`config.mk`:
```
export PLATFORM = sky130hd
export DESIGN_NAME = rst_seq
export DESIGN_NICKNAME = d
export VERILOG_FILES = /design/src/rtl/rst_seq.sv
export SDC_FILE = /design/constraint.sdc
export NUM_CORES = 1
export LEC_CHECK = 0
export ABC_CLOCK_PERIOD_IN_PS = 2550
export CORE_ASPECT_RATIO = 1.2
export CORE_MARGIN = 1
export CORE_UTILIZATION = 60
export DETAILED_ROUTE_END_ITERATION = 7
export GPL_TIMING_DRIVEN = 0
export PLACE_DENSITY_LB_ADDON = 0.1
export REMOVE_ABC_BUFFERS = 1
export SETUP_SLACK_MARGIN = 0.02
export SYNTH_ARGS = -nofsm -noshare
export SYNTH_HDL_FRONTEND = slang
export SYNTH_SLANG_ARGS = --single-unit
```
`constraint.sdc`:
```
create_clock -name i_clk -period 2.55 [get_ports i_clk]
set_input_delay 0.255 -clock i_clk [delete_from_list [all_inputs] [get_ports i_clk]]
set_output_delay 0.255 -clock i_clk [all_outputs]
set_load 0.01 [all_outputs]
```
`src/rtl/rst_seq.sv`:
```
// Reset sequencer: holds all reset outputs until PLL lock has been stable,
// then releases them one by one (bit 0 first) with a fixed stagger.
// Lock loss, a debounced button press, a software request or a watchdog
// expiry restarts the sequence and records the cause.
//
// state   | meaning
// --------+-------------------------------------------------------------
// S_HOLD  | all resets asserted, counting consecutive lock-high cycles
// S_STAGE | bit 0 released, remaining bits released every STAGGER_CYCLES
// S_RUN   | all resets released, o_ready high, watchdog active
module rst_seq #(
   parameter int NUM_OUT         = 2,
   parameter int HOLD_CYCLES     = 33554431,
   parameter int STAGGER_CYCLES  = 16,
   parameter int DEBOUNCE_CYCLES = 65536,
   parameter int WDT_CYCLES      = 0
) (
   input  logic               i_clk,
   input  logic               i_rstn,
   input  logic               i_lock,
   input  logic               i_btn,
   input  logic               i_sw_req,
   input  logic               i_wdt_kick,
   output logic [NUM_OUT-1:0] o_rst,
   output logic               o_ready,
   output logic [1:0]         o_cause
);

   localparam int HOLD_W = (HOLD_CYCLES     > 1) ? $clog2(HOLD_CYCLES)     : 1;
   localparam int STG_W  = (STAGGER_CYCLES  > 1) ? $clog2(STAGGER_CYCLES)  : 1;
   localparam int DEB_W  = (DEBOUNCE_CYCLES > 1) ? $clog2(DEBOUNCE_CYCLES) : 1;
   localparam int WDT_W  = (WDT_CYCLES      > 1) ? $clog2(WDT_CYCLES)      : 1;

   localparam logic [HOLD_W-1:0] HOLD_LAST = HOLD_W'(HOLD_CYCLES - 1);
   localparam logic [STG_W-1:0]  STG_LAST  = STG_W'(STAGGER_CYCLES - 1);
   localparam logic [DEB_W-1:0]  DEB_LAST  = DEB_W'(DEBOUNCE_CYCLES - 1);
   localparam logic [WDT_W-1:0]  WDT_LAST  = WDT_W'((WDT_CYCLES > 0) ? WDT_CYCLES - 1 : 0);
   localparam bit                WDT_EN    = (WDT_CYCLES > 0);

   localparam logic [1:0] CAUSE_POR = 2'd0;
   localparam logic [1:0] CAUSE_BTN = 2'd1;
   localparam logic [1:0] CAUSE_SW  = 2'd2;
   localparam logic [1:0] CAUSE_WDT = 2'd3;

   typedef enum logic [1:0] {
      S_HOLD  = 2'd0,
      S_STAGE = 2'd1,
      S_RUN   = 2'd2
   } state_t;

   state_t             state_q, state_d;
   logic [HOLD_W-1:0]  hold_cnt_q, hold_cnt_d;
   logic [STG_W-1:0]   stg_cnt_q, stg_cnt_d;
   logic [WDT_W-1:0]   wdt_cnt_q, wdt_cnt_d;
   logic [NUM_OUT-1:0] o_rst_q, o_rst_d;
   logic               ready_q, ready_d;
   logic [1:0]         cause_q, cause_d;

   logic               btn_s1_q, btn_s1_d;
   logic               btn_s2_q, btn_s2_d;
   logic               btn_db_q, btn_db_d;
   logic [DEB_W-1:0]   db_cnt_q, db_cnt_d;
   logic               btn_evt_q, btn_evt_d;

   logic               wdt_expire;
   logic [NUM_OUT-1:0] rst_shift;

   // button synchroniser and debouncer; a registered pulse marks each press
   always_comb begin
      btn_s1_d  = i_btn;
      btn_s2_d  = btn_s1_q;
      btn_db_d  = btn_db_q;
      db_cnt_d  = db_cnt_q;
      btn_evt_d = 1'b0;
      if (btn_s2_q != btn_db_q) begin
         if (db_cnt_q == DEB_LAST) begin
            btn_db_d  = btn_s2_q;
            db_cnt_d  = '0;
            btn_evt_d = btn_s2_q;
         end else if (db_cnt_q != '1) begin
            db_cnt_d = db_cnt_q + 1'b1;
         end
      end else begin
         db_cnt_d = '0;
      end
   end

   // sequencing FSM: triggers first (lock > wdt > button > sw), then per-state work
   always_comb begin
      state_d    = state_q;
      hold_cnt_d = hold_cnt_q;
      stg_cnt_d  = stg_cnt_q;
      wdt_cnt_d  = wdt_cnt_q;
      o_rst_d    = o_rst_q;
      ready_d    = ready_q;
      cause_d    = cause_q;
      // releasing shifts zeros in from bit 0, so the mask empties top-last
      rst_shift  = o_rst_q << 1;
      wdt_expire = WDT_EN && (state_q == S_RUN) && !i_wdt_kick && (wdt_cnt_q == WDT_LAST);

      if (!i_lock || wdt_expire || btn_evt_q || i_sw_req) begin
         state_d    = S_HOLD;
         hold_cnt_d = '0;
         stg_cnt_d  = '0;
         wdt_cnt_d  = '0;
         o_rst_d    = '1;
         ready_d    = 1'b0;
         if (!i_lock)         cause_d = CAUSE_POR;
         else if (wdt_expire) cause_d = CAUSE_WDT;
         else if (btn_evt_q)  cause_d = CAUSE_BTN;
         else                 cause_d = CAUSE_SW;
      end else begin
         case (state_q)
            S_HOLD: begin
               if (hold_cnt_q == HOLD_LAST) begin
                  hold_cnt_d = '0;
                  stg_cnt_d  = '0;
                  o_rst_d    = rst_shift;
                  if (rst_shift == '0) begin
                     state_d   = S_RUN;
                     ready_d   = 1'b1;
                     wdt_cnt_d = '0;
                  end else begin
                     state_d = S_STAGE;
                  end
               end else if (hold_cnt_q != '1) begin
                  hold_cnt_d = hold_cnt_q + 1'b1;
               end
            end
            S_STAGE: begin
               if (stg_cnt_q == STG_LAST) begin
                  stg_cnt_d = '0;
                  o_rst_d   = rst_shift;
                  if (rst_shift == '0) begin
                     state_d   = S_RUN;
                     ready_d   = 1'b1;
                     wdt_cnt_d = '0;
                  end
               end else if (stg_cnt_q != '1) begin
                  stg_cnt_d = stg_cnt_q + 1'b1;
               end
            end
            S_RUN: begin
               if (WDT_EN) begin
                  if (i_wdt_kick)              wdt_cnt_d = '0;
                  else if (wdt_cnt_q != '1)    wdt_cnt_d = wdt_cnt_q + 1'b1;
               end
            end
            default: begin
               state_d = S_HOLD;
            end
         endcase
      end
   end

   // state and counter registers with synchronous active-low reset
   always_ff @(posedge i_clk) begin
      if (!i_rstn) begin
         state_q    <= S_HOLD;
         hold_cnt_q <= '0;
         stg_cnt_q  <= '0;
         wdt_cnt_q  <= '0;
         o_rst_q    <= '1;
         ready_q    <= 1'b0;
         cause_q    <= CAUSE_POR;
         btn_s1_q   <= 1'b0;
         btn_s2_q   <= 1'b0;
         btn_db_q   <= 1'b0;
         db_cnt_q   <= '0;
         btn_evt_q  <= 1'b0;
      end else begin
         state_q    <= state_d;
         hold_cnt_q <= hold_cnt_d;
         stg_cnt_q  <= stg_cnt_d;
         wdt_cnt_q  <= wdt_cnt_d;
         o_rst_q    <= o_rst_d;
         ready_q    <= ready_d;
         cause_q    <= cause_d;
         btn_s1_q   <= btn_s1_d;
         btn_s2_q   <= btn_s2_d;
         btn_db_q   <= btn_db_d;
         db_cnt_q   <= db_cnt_d;
         btn_evt_q  <= btn_evt_d;
      end
   end

   assign o_rst   = o_rst_q;
   assign o_ready = ready_q;
   assign o_cause = cause_q;

endmodule

```
Yosys cells after proc, flatten, opt, wreduce, memory -nomap -nowiden
Index checks and enable logic that the tools add are counted.
{ "word_totals": {"regBits": 56, "inputBits": 6, "out_inout_bits": 5, "wordCells": 65} }
{ "op_classes": {"add_sub_neg": 3, "n_eq_ne": 13, "mux": 20, "n_bitwise": 3, "reduce_logical": 15} }
{ "ops": {"columns": ["operator", "n"], "rows": [
  ["$mux 25", 2],
  ["$add 25x1->25 const B", 1],
  ["$eq 25x25->1 const B", 1],
  ["$ne 25x25->1 const B", 1],
  ["$add 16x1->16 const B", 1],
  ["$eq 16x16->1 const B", 1],
  ["$mux 2", 8],
  ["$ne 16x16->1 const B", 1],
  ["$mux 4", 3],
  ["$reduce_and 3->1", 3],
  ["$pmux 4 s2", 1],
  ["$ne 2x2->1 const B", 3],
  ["$pmux 2 s3", 1],
  ["$add 4x1->4 const B", 1],
  ["$eq 4x4->1 const B", 1],
  ["$logic_not 2->1", 2],
  ["$ne 4x4->1 const B", 1],
  ["$pmux 2 s2", 1],
  ["$reduce_and 2->1", 2],
  ["$reduce_and 4->1", 1],
  ["$reduce_bool 2->1", 2],
  ["$mux 1", 3],
  ["$ne 3x3->1 const B", 1],
  ["$not 1->1", 3],
  ["8 further kinds", 9]
]} }

Depth between registers and ports, before layout
Gate-level depths: netlist of the first run.
{ "depth": {"word_depth": 4, "mapped_depth": 8} }

Worst setup path before layout of the first run
No wires, ideal clock.
{ "synth_timing": {"kind": "reg2reg", "startpoint": "reg hold_cnt_q[8]", "endpoint": "reg hold_cnt_q[15]", "setup_time_ns": 0.114, "arrival_time_ns": 1.884, "t_required_ns": 2.436, "slack_ns": 0.552, "path_stages_with_launch": 7, "n_path_buf": 1, "cell_sequence": "dfxtp_1 > nand4_4 > or4_4 > buf_6 > o41ai_4 > a31oi_1 > a21o_1"} }
{ "synth_via": {"elab_chain_len": 3} }
{ "synth_lines": {"columns": ["item", "line", "text"], "rows": [
  ["from (decl)", "52", "logic [HOLD_W-1:0] hold_cnt_q, hold_cnt_d;"],
  ["from (signal assigned)", "173", "hold_cnt_q <= hold_cnt_d;"],
  ["$add 25x1->25 (tied with other cells)", "127", "hold_cnt_d = hold_cnt_q + 1'b1;"],
  ["$mux 25 or $reduce_bool 2->1 (tied branches)", null, null],
  ["$mux 25 or $reduce_and 2->1 (tied branches)", null, null]
]} }
Several ways; a longest one is shown, not always the timed one. The select of a mux whose other input is x is not followed.
A chain may end at the register's enable or synchronous reset.

Final worst setup path of the first run
{ "layout_timing": {"startpoint": "reg hold_cnt_q[8]", "endpoint": "reg hold_cnt_q[19]"} }
Same word-level chain as after synthesis.

==> results, run 1 <==
- The run finished with clean final reports.
- The final critical path takes up 92.8% of the cycle.
- The full die area is 4870 um2.
- The sequential element share of the synthesized area is 40.7%.
- Summed over all cells, the static leakage comes to 1.03 nW.
- Setup repair after global routing left no endpoint under its margin.
- OpenSTA, run right after detailed placement, puts the worst setup slack at -651 ps.
- The combined area of the multi-input logic cells is 1570 um2.
- The first detailed-routing pass took 4 iterations.
- The final period demand of the worst path is 2370 ps.
- The clock-pin transition on the worst setup and hold timing paths is 100 ps.
- The number of port buffers is 9.
- The floorplan step set the die height to 76.3 um.
- The headroom to the max-slew limit is 50.1%.
- Sorting the synthesized cells by area gives the leading types as dfxtp_1, nand2_1, nor2_1, nand3_1, a21oi_1.
- Measured along the x axis, the die boundary spans 63.9 um.
- The cell area that synthesis handed to floorplanning was 2760 um2.
- The via count of the first global-routing pass is 2,177.
- Summed over all failing endpoints, the final setup total negative slack is 0 ps.
- The launching element type of the critical path is a flip-flop.
- The tightest min-delay check is of the flip-flop to flip-flop type.
- Counting instances, the worst hold path has a depth of 1.
- In the final layout, flip-flops and latches occupy 1120 um2.
- The data arrival time at the worst-slack endpoint is 2560 ps.
- For this configuration, the core starts out at a cell density of 63.7%.
- The number of synthesis warnings is 0.
- The wire length of the first global-routing pass is 9900 um.
- The endpoint type of the worst setup path is a flip-flop.
- The final worst clock skew is 11.2 ps.
- The aggregate global-route resource usage is 25.5%.
- The post-route non-filler standard cell count is 394.
- The root buffer cell chosen for the clock tree is clkbuf_8.
- After detailed routing, the average wire length per cell comes to 14.8 um.
- The cell count after synthesis came out at 330.
- By count the netlist is led by dfxtp_1, nand2_1, nor2_1, nand3_1, a21oi_1.
- Yosys instantiated no cell more often than dfxtp_1.
- CTS built an H-tree with a depth of 2.
- After clock tree synthesis, the flow added hold-fix buffers numbering 0.
- The number of clock sinks seen by CTS is 56.
- After the first detailed-routing iteration, the DRC count stood at 140.
- The count of antenna diodes in the layout is 0.
- In this run the biggest area consumer among cell types represents 40.7% of the synthesized area.
- The synthesized design contains 0 enable-type register cells.
- Derived from the worst setup path, the maximum achievable clock frequency is 423 MHz.
- Counting flops with an async set or reset pin after synthesis yields a share of 0%.
- The total count of max-transition violations in the final report is 0.
- The CTS tree is built.
- The count of cells along the worst register-to-register path is 5.
- After detailed placement, the total cell area comes to 2860 um2.
- Walking the worst path, the cells encountered are nand4_4 -> or4_4 -> o211ai_2 -> or3_1 -> o21ai_0.
- The initial antenna violation count is 0.
- The routed layout has 2,400 vias.
- For the worst setup path, the data required time is 2750 ps.
- The startpoint identified for the worst register-to-register timing path is hold_cnt_q[8]$_SDFFE_PP0P_.
- The filler cell count is 357.
- The destination of the worst register-to-register timing path is hold_cnt_q[19]$_SDFFE_PP0P_.
- The number of hold-slack violations in the final timing report is 0.
- For this run, design rule violations remaining after detail routing come to 0.
- Summing internal, switching and leakage power gives 1.59 mW.
- The capture endpoint of the worst hold path is btn_s2_q$_SDFF_PN0_.
- At the pin with the least slew margin, the transition time is 746 ps.
- Tracing the worst setup path back leads to its startpoint at hold_cnt_q[8]$_SDFFE_PP0P_.
- The most area-hungry cell type in the Yosys netlist is dfxtp_1.
- The mean area per synthesized cell is 8.35 um2.
- The count of state elements after synthesis is 56.
- The critical path in this run is classified as flip-flop to flip-flop.
- The largest net degree at the start of global routing is 18.
- The utilization of the core after routing is 70.7%.
- The number of nets still failing antenna checks after routing is 0.
- In this run, CTS created clock tree buffers numbering 5.
- After detailed routing, the number of vias per cell comes to 6.09.
- Dividing total power by cell area gives a power density of 520 nW/um2.
- The area of the core is 4330 um2.
- The maximum resistive drop on vdd is 0.515 mV.
- The net total in the final layout is 348.
- The number of setup violations in the final report is 0.
- The biggest cell delay along the critical path is 650 ps.
- The number of buffers on the longest clock path is 2.
- In this run, distinct cell masters in the synthesized netlist total 52.
- The global placement routability congestion is 0.860.
- The tool flagged a number of max-cap violations equal to 0.
- The aggregate global routing overflow is 0.
- The half-perimeter wire length of the detailed placement result is 3950 um.
- The finished cells cover 3060 um2.
- The start point of the worst min-delay path is btn_s1_q$_SDFF_PN0_.
- Among all flip-flop cells after synthesis, the most frequent one is dfxtp_1.
- The share of post-route cells with drive strength above 1 is 7.10%.
- After detailed placement, the design holds a cell count of 383.
- During I/O placement, the number of pins put on the boundary was 11.
- The floorplan has 26 rows.
- The tightest hold path in the finished design has a slack of 457 ps.
- Relative to the synthesized area, the layout overhead comes to 10.9%.
- The final wirelength is 5820 um.
- The final setup slack of the worst path is 185 ps.
- In this run the worst path has a maximum fanout of 14.
- In this run the register-to-register setup slack is 180 ps.
- The cell with the biggest individual delay on the critical path is o211ai_2.
- Clock latency on the worst-skew pair, taken at its later pin, is 310 ps.
power by group:
group	internal (mW)	total, mW	leakage [nW]	switching [mW]
logic	0.0186	0.0417	0.514	0.0231
clock network	0.386	0.668	0.0642	0.281
registers	0.877	0.880	0.452	0.00250
total	1.28	1.59	1.03	0.307
final cells by class:
type	instances	area share, %
multi-input combinational	253	51.4
sequential	56	36.7
timing repair buffer	13	4.34
tap	56	2.29
clock buffer	5	2.25
clock inverter	2	1.96
inverter	9	1.10
cells by family after synthesis:
kind of cell / Yosys count / synth area share, %
AND/OR/NAND/NOR: 161 / 30.9
AO/OA/AOI/OAI: 68 / 16.8
flip-flops: 56 / 40.7
buffers and inverters: 21 / 3.31
XOR/XNOR: 16 / 5.08
multiplexers: 4 / 1.45
adder cells (fa/ha/maj): 4 / 1.82
cell usage in the layout, fill, tap and decap left out, types with 2 or more instances in the layout:
cell type	instances
buf_4	3
ha_1	4
and2_1	4
xnor2_1	6
dfxtp_1	56
nor2b_1	2
or3_1	7
nor2_1	37
xor2_1	10
o21ai_0	13
nand3_1	21
clkdlybuf4s50_1	9
o31ai_1	3
and3_1	8
nor3_1	12
o2bb2ai_1	2
inv_1	9
bufinv_16	2
nand2_1	39
mux2i_1	4
or2_2	2
and4_1	5
clkbuf_8	5
a31oi_1	6
nand3b_1	3
o21bai_1	3
nand4_1	6
a22oi_1	3
nor4_4	2
nor4_2	2
a21oi_1	20
o211ai_1	3
o2111ai_1	2
a41oi_1	2
or4_1	6
routing by layer:
layer | global-route usage [%] | up-vias | part of all wire [%] | wire (um)
li1 | - | 1219 | - | -
met1 | 30.6 | 1136 | 44 | 2570
met2 | 44.5 | 40 | 51 | 2970
met3 | 5.84 | 5 | 3.7 | 218
met4 | 7.95 | 0 | 1.2 | 70
met5 | 0 | - | 0 | 0
critical path: cells and delay by family, from the launching register on:
family          cells  cell delay, ps
simple gates        3            1040
compound gates      2             730
flops               1             480
state kept, by name, indices dropped and copies added, names as in the netlist:
signal,count
btn_s1_q,1
o_ready,1
state_q,2
o_cause,2
btn_evt_q,1
hold_cnt_q,25
stg_cnt_q,4
o_rst,2
btn_s2_q,1
btn_db_q,1
db_cnt_q,16
worst max path at each step:
stage	depth (start not counted)	endpoint	slack, ps
after floorplan	5	hold_cnt_q[15]$_SDFFE_PP0P_	600
after global placement	6	hold_cnt_q[4]$_SDFFE_PP0P_	-640
after detailed placement	6	hold_cnt_q[4]$_SDFFE_PP0P_	-650
after CTS	6	hold_cnt_q[4]$_SDFFE_PP0P_	90
after global routing	6	hold_cnt_q[9]$_SDFFE_PP0P_	40
final	5	hold_cnt_q[19]$_SDFFE_PP0P_	180
repair_timing:
action	4_1_cts	5_1_grt
setup buffers	0	4
setup endpoints to repair	14	21
resized for setup	1	3
pin swaps	0	1
(Power assumes the default switching activity.)
==> run 2: changes to the inputs <==
--- a/config.mk
+++ b/config.mk
@@ -5,7 +5,6 @@
 export SDC_FILE = /design/constraint.sdc
 export NUM_CORES = 1
 export LEC_CHECK = 0
-export ABC_CLOCK_PERIOD_IN_PS = 2550
 export CORE_ASPECT_RATIO = 1.2
 export CORE_MARGIN = 1
 export CORE_UTILIZATION = 60
==> results of run 2 <==
Same layout as run 1: the final DEF is identical, and so are final timing and power.
